<file path="src/rtl/cpu_fetch_pkg.sv">
// Shared fetch-stage types, reset defaults and the instruction-length predicate
// so that fetch and decode always agree on which opcodes carry a 32-bit operand.
package cpu_fetch_pkg;

  localparam logic [31:0] RESET_PC_DEFAULT = 32'h0000_1000;

  localparam logic [7:0] OPC_LONG_01 = 8'h01;
  localparam logic [7:0] OPC_LONG_03 = 8'h03;
  localparam logic [7:0] OPC_LONG_08 = 8'h08;
  localparam logic [7:0] OPC_LONG_09 = 8'h09;
  localparam logic [7:0] OPC_LONG_0C = 8'h0C;
  localparam logic [7:0] OPC_LONG_0D = 8'h0D;
  localparam logic [7:0] OPC_LONG_1A = 8'h1A;
  localparam logic [7:0] OPC_LONG_1B = 8'h1B;
  localparam logic [7:0] OPC_LONG_1D = 8'h1D;
  localparam logic [7:0] OPC_LONG_1F = 8'h1F;
  localparam logic [7:0] OPC_LONG_20 = 8'h20;
  localparam logic [7:0] OPC_LONG_22 = 8'h22;
  localparam logic [7:0] OPC_LONG_24 = 8'h24;
  localparam logic [7:0] OPC_LONG_36 = 8'h36;
  localparam logic [7:0] OPC_LONG_37 = 8'h37;
  localparam logic [7:0] OPC_LONG_38 = 8'h38;
  localparam logic [7:0] OPC_LONG_39 = 8'h39;

  // One queue slot: the fetched halfword and the address it came from.
  typedef struct packed {
    logic [15:0] dat;
    logic [31:0] adr;
  } qent_t;

  function automatic logic is_long_opc(input logic [15:0] opc);
    logic res;
    res = 1'b0;
    if (!opc[15]) begin
      case (opc[15:8])
        OPC_LONG_01, OPC_LONG_03, OPC_LONG_08, OPC_LONG_09,
        OPC_LONG_0C, OPC_LONG_0D, OPC_LONG_1A, OPC_LONG_1B,
        OPC_LONG_1D, OPC_LONG_1F, OPC_LONG_20, OPC_LONG_22,
        OPC_LONG_24, OPC_LONG_36, OPC_LONG_37, OPC_LONG_38,
        OPC_LONG_39: res = 1'b1;
        default:     res = 1'b0;
      endcase
    end
    return res;
  endfunction

endpackage

</file>
<file path="src/rtl/cpu_fetch_queue.sv">
// Circular halfword+address buffer: one push and zero to three pops per clock,
// with a synchronous clear and look-ahead on the three oldest entries.
module cpu_fetch_queue
  import cpu_fetch_pkg::*;
#(
  parameter int unsigned DEPTH = 8
) (
  input  logic                    clk_i,
  input  logic                    rst_i,
  input  logic                    clr_i,
  input  logic                    push_i,
  input  qent_t                   push_ent_i,
  input  logic [1:0]              pop_n_i,
  output logic [$clog2(DEPTH):0]  count_o,
  output qent_t                   e0_o,
  output logic [15:0]             e1_dat_o,
  output logic [15:0]             e2_dat_o
);

  localparam int unsigned PTR_W = $clog2(DEPTH);
  localparam int unsigned CNT_W = PTR_W + 1;

  logic [PTR_W-1:0] rd_ptr_q, rd_ptr_d;
  logic [PTR_W-1:0] wr_ptr_q, wr_ptr_d;
  logic [PTR_W-1:0] idx1, idx2;
  logic [CNT_W-1:0] count_q, count_d;
  qent_t            mem_q [DEPTH];

  always_comb begin
    rd_ptr_d = rd_ptr_q + PTR_W'(pop_n_i);
    wr_ptr_d = wr_ptr_q + PTR_W'(push_i);
    count_d  = count_q + CNT_W'(push_i) - CNT_W'(pop_n_i);
    if (clr_i) begin
      rd_ptr_d = '0;
      wr_ptr_d = '0;
      count_d  = '0;
    end
  end

  always_ff @(posedge clk_i or posedge rst_i) begin
    if (rst_i) begin
      rd_ptr_q <= '0;
      wr_ptr_q <= '0;
      count_q  <= '0;
    end else begin
      rd_ptr_q <= rd_ptr_d;
      wr_ptr_q <= wr_ptr_d;
      count_q  <= count_d;
    end
  end

  // Storage carries no reset; occupancy is tracked purely by the pointers.
  always_ff @(posedge clk_i) begin
    if (push_i && !clr_i) begin
      mem_q[wr_ptr_q] <= push_ent_i;
    end
  end

  always_comb begin
    idx1 = rd_ptr_q + PTR_W'(1);
    idx2 = rd_ptr_q + PTR_W'(2);
  end

  assign count_o  = count_q;
  assign e0_o     = mem_q[rd_ptr_q];
  assign e1_dat_o = mem_q[idx1].dat;
  assign e2_dat_o = mem_q[idx2].dat;

endmodule

</file>
<file path="src/rtl/cpu_fetch.sv">
// Instruction fetch stage: keeps the halfword queue topped up from instruction
// memory and hands short/long instructions to decode, with stall and redirect.
module cpu_fetch
  import cpu_fetch_pkg::*;
#(
  parameter int unsigned DEPTH    = 8,
  parameter logic [31:0] RESET_PC = RESET_PC_DEFAULT
) (
  input  logic        clk_i,
  input  logic        rst_i,
  input  logic        stall_i,
  input  logic        branch_flag_i,
  input  logic [31:0] branch_target_i,
  output logic [31:0] imem_adr_o,
  output logic        imem_stb_o,
  input  logic        imem_ack_i,
  input  logic [15:0] imem_dat_i,
  output logic [15:0] opcode_o,
  output logic [31:0] operand_o,
  output logic        valid_o,
  output logic [31:0] PC_o
);

  localparam int unsigned CNT_W = $clog2(DEPTH) + 1;

  logic [31:0]      pc_q, pc_d;
  logic [31:0]      redir_q, redir_d;
  logic             req_q, req_d;
  logic             drop_q, drop_d;
  logic [15:0]      opcode_q, opcode_d;
  logic [31:0]      operand_q, operand_d;
  logic [31:0]      pc_out_q, pc_out_d;
  logic             valid_q, valid_d;

  logic [31:0]      tgt;
  logic             acked, push, outstanding_next, head_long;
  logic [1:0]       pop_n;
  logic [CNT_W-1:0] q_count, count_next;
  qent_t            q_e0, push_ent;
  logic [15:0]      q_e1_dat, q_e2_dat;

  assign tgt       = branch_target_i & 32'hFFFF_FFFE;
  assign acked     = req_q & imem_ack_i;
  assign push      = acked & ~drop_q & ~branch_flag_i;
  assign push_ent  = '{dat: imem_dat_i, adr: pc_q};
  assign head_long = is_long_opc(q_e0.dat);

  cpu_fetch_queue #(
    .DEPTH (DEPTH)
  ) u_queue (
    .clk_i      (clk_i),
    .rst_i      (rst_i),
    .clr_i      (branch_flag_i),
    .push_i     (push),
    .push_ent_i (push_ent),
    .pop_n_i    (pop_n),
    .count_o    (q_count),
    .e0_o       (q_e0),
    .e1_dat_o   (q_e1_dat),
    .e2_dat_o   (q_e2_dat)
  );

  // Issue side: flush beats stall, stall beats issue; a long head waits for its operand.
  always_comb begin
    opcode_d  = opcode_q;
    operand_d = operand_q;
    pc_out_d  = pc_out_q;
    valid_d   = valid_q;
    pop_n     = 2'd0;
    if (branch_flag_i) begin
      valid_d = 1'b0;
    end else if (!stall_i) begin
      valid_d = 1'b0;
      if (head_long) begin
        if (q_count >= CNT_W'(3)) begin
          opcode_d  = q_e0.dat;
          operand_d = {q_e1_dat, q_e2_dat};
          pc_out_d  = q_e0.adr;
          valid_d   = 1'b1;
          pop_n     = 2'd3;
        end
      end else if (q_count >= CNT_W'(1)) begin
        opcode_d  = q_e0.dat;
        operand_d = 32'h0;
        pc_out_d  = q_e0.adr;
        valid_d   = 1'b1;
        pop_n     = 2'd1;
      end
    end
  end

  // Request side. A redirect that lands while a request is in flight parks the
  // target until that stale ack returns, so the address never moves under a strobe.
  always_comb begin
    pc_d    = pc_q;
    redir_d = redir_q;
    drop_d  = drop_q;
    if (acked) begin
      if (drop_q) begin
        pc_d   = redir_q;
        drop_d = 1'b0;
      end else begin
        pc_d = pc_q + 32'd2;
      end
    end
    if (branch_flag_i) begin
      if (req_q && !imem_ack_i) begin
        pc_d    = pc_q;
        drop_d  = 1'b1;
        redir_d = tgt;
      end else begin
        pc_d   = tgt;
        drop_d = 1'b0;
      end
    end

    count_next       = branch_flag_i ? '0 : (q_count + CNT_W'(push) - CNT_W'(pop_n));
    outstanding_next = req_q & ~imem_ack_i;
    req_d            = outstanding_next | (count_next < CNT_W'(DEPTH));
  end

  always_ff @(posedge clk_i or posedge rst_i) begin
    if (rst_i) begin
      pc_q      <= RESET_PC;
      redir_q   <= RESET_PC;
      req_q     <= 1'b0;
      drop_q    <= 1'b0;
      opcode_q  <= 16'h0;
      operand_q <= 32'h0;
      pc_out_q  <= 32'h0;
      valid_q   <= 1'b0;
    end else begin
      pc_q      <= pc_d;
      redir_q   <= redir_d;
      req_q     <= req_d;
      drop_q    <= drop_d;
      opcode_q  <= opcode_d;
      operand_q <= operand_d;
      pc_out_q  <= pc_out_d;
      valid_q   <= valid_d;
    end
  end

  assign imem_adr_o = pc_q;
  assign imem_stb_o = req_q;
  assign opcode_o   = opcode_q;
  assign operand_o  = operand_q;
  assign valid_o    = valid_q;
  assign PC_o       = pc_out_q;

endmodule

</file>
<file path="config.mk">
export PLATFORM = sky130hd
export DESIGN_NAME = cpu_fetch
export DESIGN_NICKNAME = d
export VERILOG_FILES = /design/src/rtl/cpu_fetch_pkg.sv /design/src/rtl/cpu_fetch_queue.sv /design/src/rtl/cpu_fetch.sv
export SDC_FILE = /design/constraint.sdc
export NUM_CORES = 1
export LEC_CHECK = 0
export BUFFER_PORTS_ARGS = -buffer_cell sky130_fd_sc_hd__buf_2
export CAP_MARGIN = 25
export CORE_ASPECT_RATIO = 1.2
export CORE_UTILIZATION = 60
export CTS_BUF_LIST = sky130_fd_sc_hd__clkbuf_8
export DETAILED_ROUTE_END_ITERATION = 7
export PLACE_DENSITY = 0.84
export SLEW_MARGIN = 20
export SYNTH_ARGS = -nofsm -noshare
export SYNTH_HDL_FRONTEND = slang
export SYNTH_HIERARCHICAL = 1
export SYNTH_SLANG_ARGS = --single-unit
</file>
<file path="constraint.sdc">
create_clock -name clk_i -period 17.2 [get_ports clk_i]
set_clock_uncertainty 0.2 [all_clocks]
set_input_delay 5.16 -clock clk_i [delete_from_list [all_inputs] [get_ports clk_i]]
set_output_delay 5.16 -clock clk_i [all_outputs]
set_load 0.02 [all_outputs]
</file>
==> results_dict.tcl <==
set metrics [dict create \
    outcome "completed" \
    worstMarginPinSlew_ns 1.00 \
    cts_tree "done" \
    netlist_instances 1374 \
    dpl.hpwl_mm 29.1 \
    peakVddDrop_v 0.0000993 \
    path_buf_inv 4 \
    portBuffers 164 \
    setup_viol 0 \
    numCtsBuffers 83 \
    crit_family "simple AND/OR/NAND/NOR gates" \
    power_mw 3.79 \
    area_growth_pct 13.0 \
    antenna_cells 0 \
    synth_area_sq_um 23600 \
    ys_seq_area_frac 0.653 \
    path_clk_slew_ns 0.06 \
    period_minus_slack_ns 8.31 \
    drtIter0Drc 962 \
    grt_max_degree 76 \
    final.fill_count 2519 \
    maxSlewViolCount 0 \
    num_rows 79 \
    synth.avg_cell_area_sq_um 17.2 \
    rsz0062_at_grt "no" \
    nets 1655 \
    final_common_cell "edfxtp_1" \
    drc 0 \
    leakage_nw 9.83 \
    period_share 0.483 \
    antenna_found_initial 1 \
    drive_above_1_share 0.367 \
    ant_nets 0 \
    core_area_sq_um 38700 \
    cp_cell_sequence "buf_2, buf_4, nand3b_1, or2_1, inv_1, or3b_2, nor2_4, buf_4" \
    synthArstFlopShare 0.288 \
    wl_mm 48.2 \
    path_class "input pin to flip-flop" \
    grt_util_all_layers 0.250 \
    die_area_sq_um 40200 \
    endpoint_kind "flip-flop" \
    grt_pass1_vias 13800 \
    cts_resized 0 \
    synth-seq-cells 539 \
    gp_congestion 0.804 \
    slowest_stage "nor2_4" \
    first_pass_iters 5 \
    vias 13100 \
    hold_viol_final 0 \
    cts.sinks 539 \
    post_cts_buffers 0 \
    fmax_mhz 120 \
    crit_top_cell "buf_4" \
    p_per_area_nw_per_um2 142 \
    insertion_delay_ns 0.66 \
    final_cell_mix "edfxtp_1 (384), buf_2 (164), dfrtp_1 (149)" \
    ys.flop_type "edfxtp_1" \
    path_max_fanout 75 \
    maxCapViolCount 0 \
    worstPathRequired_ns 17.28 \
    yosys_warnings 6 \
    clockBufferDepth 3 \
    ios 167 \
    synth_edf_count 384 \
    crit_arrival_ns 8.39 \
    die_h_um 219 \
    slew_headroom 0.329 \
    critPathLaunchType "input pin" \
    synth_cell_types 70 \
    cts_hold_buf 0 \
    clockRootBuffer "clkbuf_8" \
    fin_tns_setup_ns 0 \
    grt_pass1_wl_mm 75.7 \
    grt-ovfl-total 0 \
    holdCritPathClass "flip-flop to flip-flop" \
    vias_per_cell 6.00 \
    wl_per_cell_um 22.1 \
    die_w_um 183 \
    max_stage_delay_ns 0.69 \
    cts.htree.levels 3 \
    initial_utilization 0.609 \
]
[worst register-to-register path, stage by stage, from the launching register on]
cell and delay [ns]:
dfrtp_4 0.90, buf_4 0.86, mux2_2 0.51, mux4_2 0.56, a2111oi_0 0.46, a311oi_1 0.10
a22oi_2 0.13, buf_4 0.42, o32ai_1 0.23, a41oi_4 0.24, buf_4 0.43, buf_4 0.74
mux2_1 0.43
[sequential cells by signal, indices dropped and copies added, names as in the netlist, 4 cells and up]
| name | count |
|---|---|
| imem_adr_o | 31 |
| u_queue/mem_q | 384 |
| redir_q | 31 |
| PC_o | 32 |
| u_queue/count_o | 4 |
| opcode_o | 16 |
| operand_o | 32 |
[final timing paths]
path / start / end / cells after the start / slack (ns)
max reg2reg: u_queue/rd_ptr_q[0]$_DFF_PP0_ / opcode_o[2]$_DFFE_PP0P_ / 12 / 10.84
min reg2reg: opcode_o[7]$_DFFE_PP0P_ / opcode_o[7]$_DFFE_PP0P_ / 1 / 0.28
max: branch_flag_i / u_queue/mem_q[1][0]$_DFFE_PP_ / 8 / 8.89
min in group asynchronous: rst_i / u_queue/rd_ptr_q[0]$_DFF_PP0_ / 2 / 4.35
max in group asynchronous: rst_i / imem_adr_o[12]$_DFFE_PP1P_ / 4 / 11.16
min: opcode_o[7]$_DFFE_PP0P_ / opcode_o[7]$_DFFE_PP0P_ / 1 / 0.28
[Yosys cell counts (11+ instances only)]
master,instances,area share
ha_1,16,0.0085
nor2b_1,14,0.0037
nor2_1,39,0.0062
dfrtp_1,153,0.16
o21ai_0,23,0.0049
o21ai_1,14,0.0030
mux2_2,137,0.065
mux2i_1,42,0.018
mux2_1,49,0.023
mux4_2,128,0.12
clkbuf_1,32,0.0051
buf_6,11,0.0052
nand2_1,72,0.011
buf_2,16,0.0034
xnor2_1,13,0.0048
a21oi_1,21,0.0045
inv_1,54,0.0086
edfxtp_1,384,0.49
nand3_1,16,0.0034
[power breakdown]
part           switching, mW  internal [mW]
Combinational          0.530          0.454
Sequential             0.181           1.61
Clock                  0.496          0.525
Total                   1.21           2.58
[per-layer routing]
layer  global-route usage  routed length (um)
met2                0.432               24900
met3               0.0443                3060
met1                0.319               19100
met4               0.0922                1080
met5                    0                  13
[metrics by stage]
step / instances / util / instance area [sq um] / hold WS, ns / setup WS (ns)
2_1_floorplan: 1382 / - / 23600 / 0.250 / 6.01
6_report: 2181 / 0.688 / 26700 / 0.284 / 8.89
5_1_grt: 2181 / 0.688 / 26700 / 0.306 / 8.71
3_3_place_gp: 2023 / 0.645 / 25000 / 0.261 / 8.25
3_5_place_dp: 2024 / 0.646 / 25000 / 0.276 / 8.24
4_1_cts: 2180 / 0.688 / 26600 / 0.289 / 8.91
[layout make-up]
type,instances,area [sq um],share of cell area
sequential,539,15400,0.578
multi-input combinational,712,7690,0.288
clock buffer,91,1250,0.0470
timing repair buffer,192,1070,0.0403
tap,526,658,0.0247
clock inverter,65,363,0.0136
inverter,56,215,0.00807
[logic make-up (layout without fill, tap and decap cells)]
family                     after synthesis  in the layout  share of synthesized area
DFF                                    539            539                      0.653
other                                    1              9                   0.000159
buffers and inverters                  131            404                     0.0268
muxes                                  360            360                      0.231
xor gates and xnor gates                23             23                    0.00853
AOI/OAI and AO/OA                      112            112                     0.0312
adders and majority gates               18             18                     0.0102
and+or+nand+nor                        190            190                     0.0393
No activity file was read; power rests on OpenSTA's default activity.
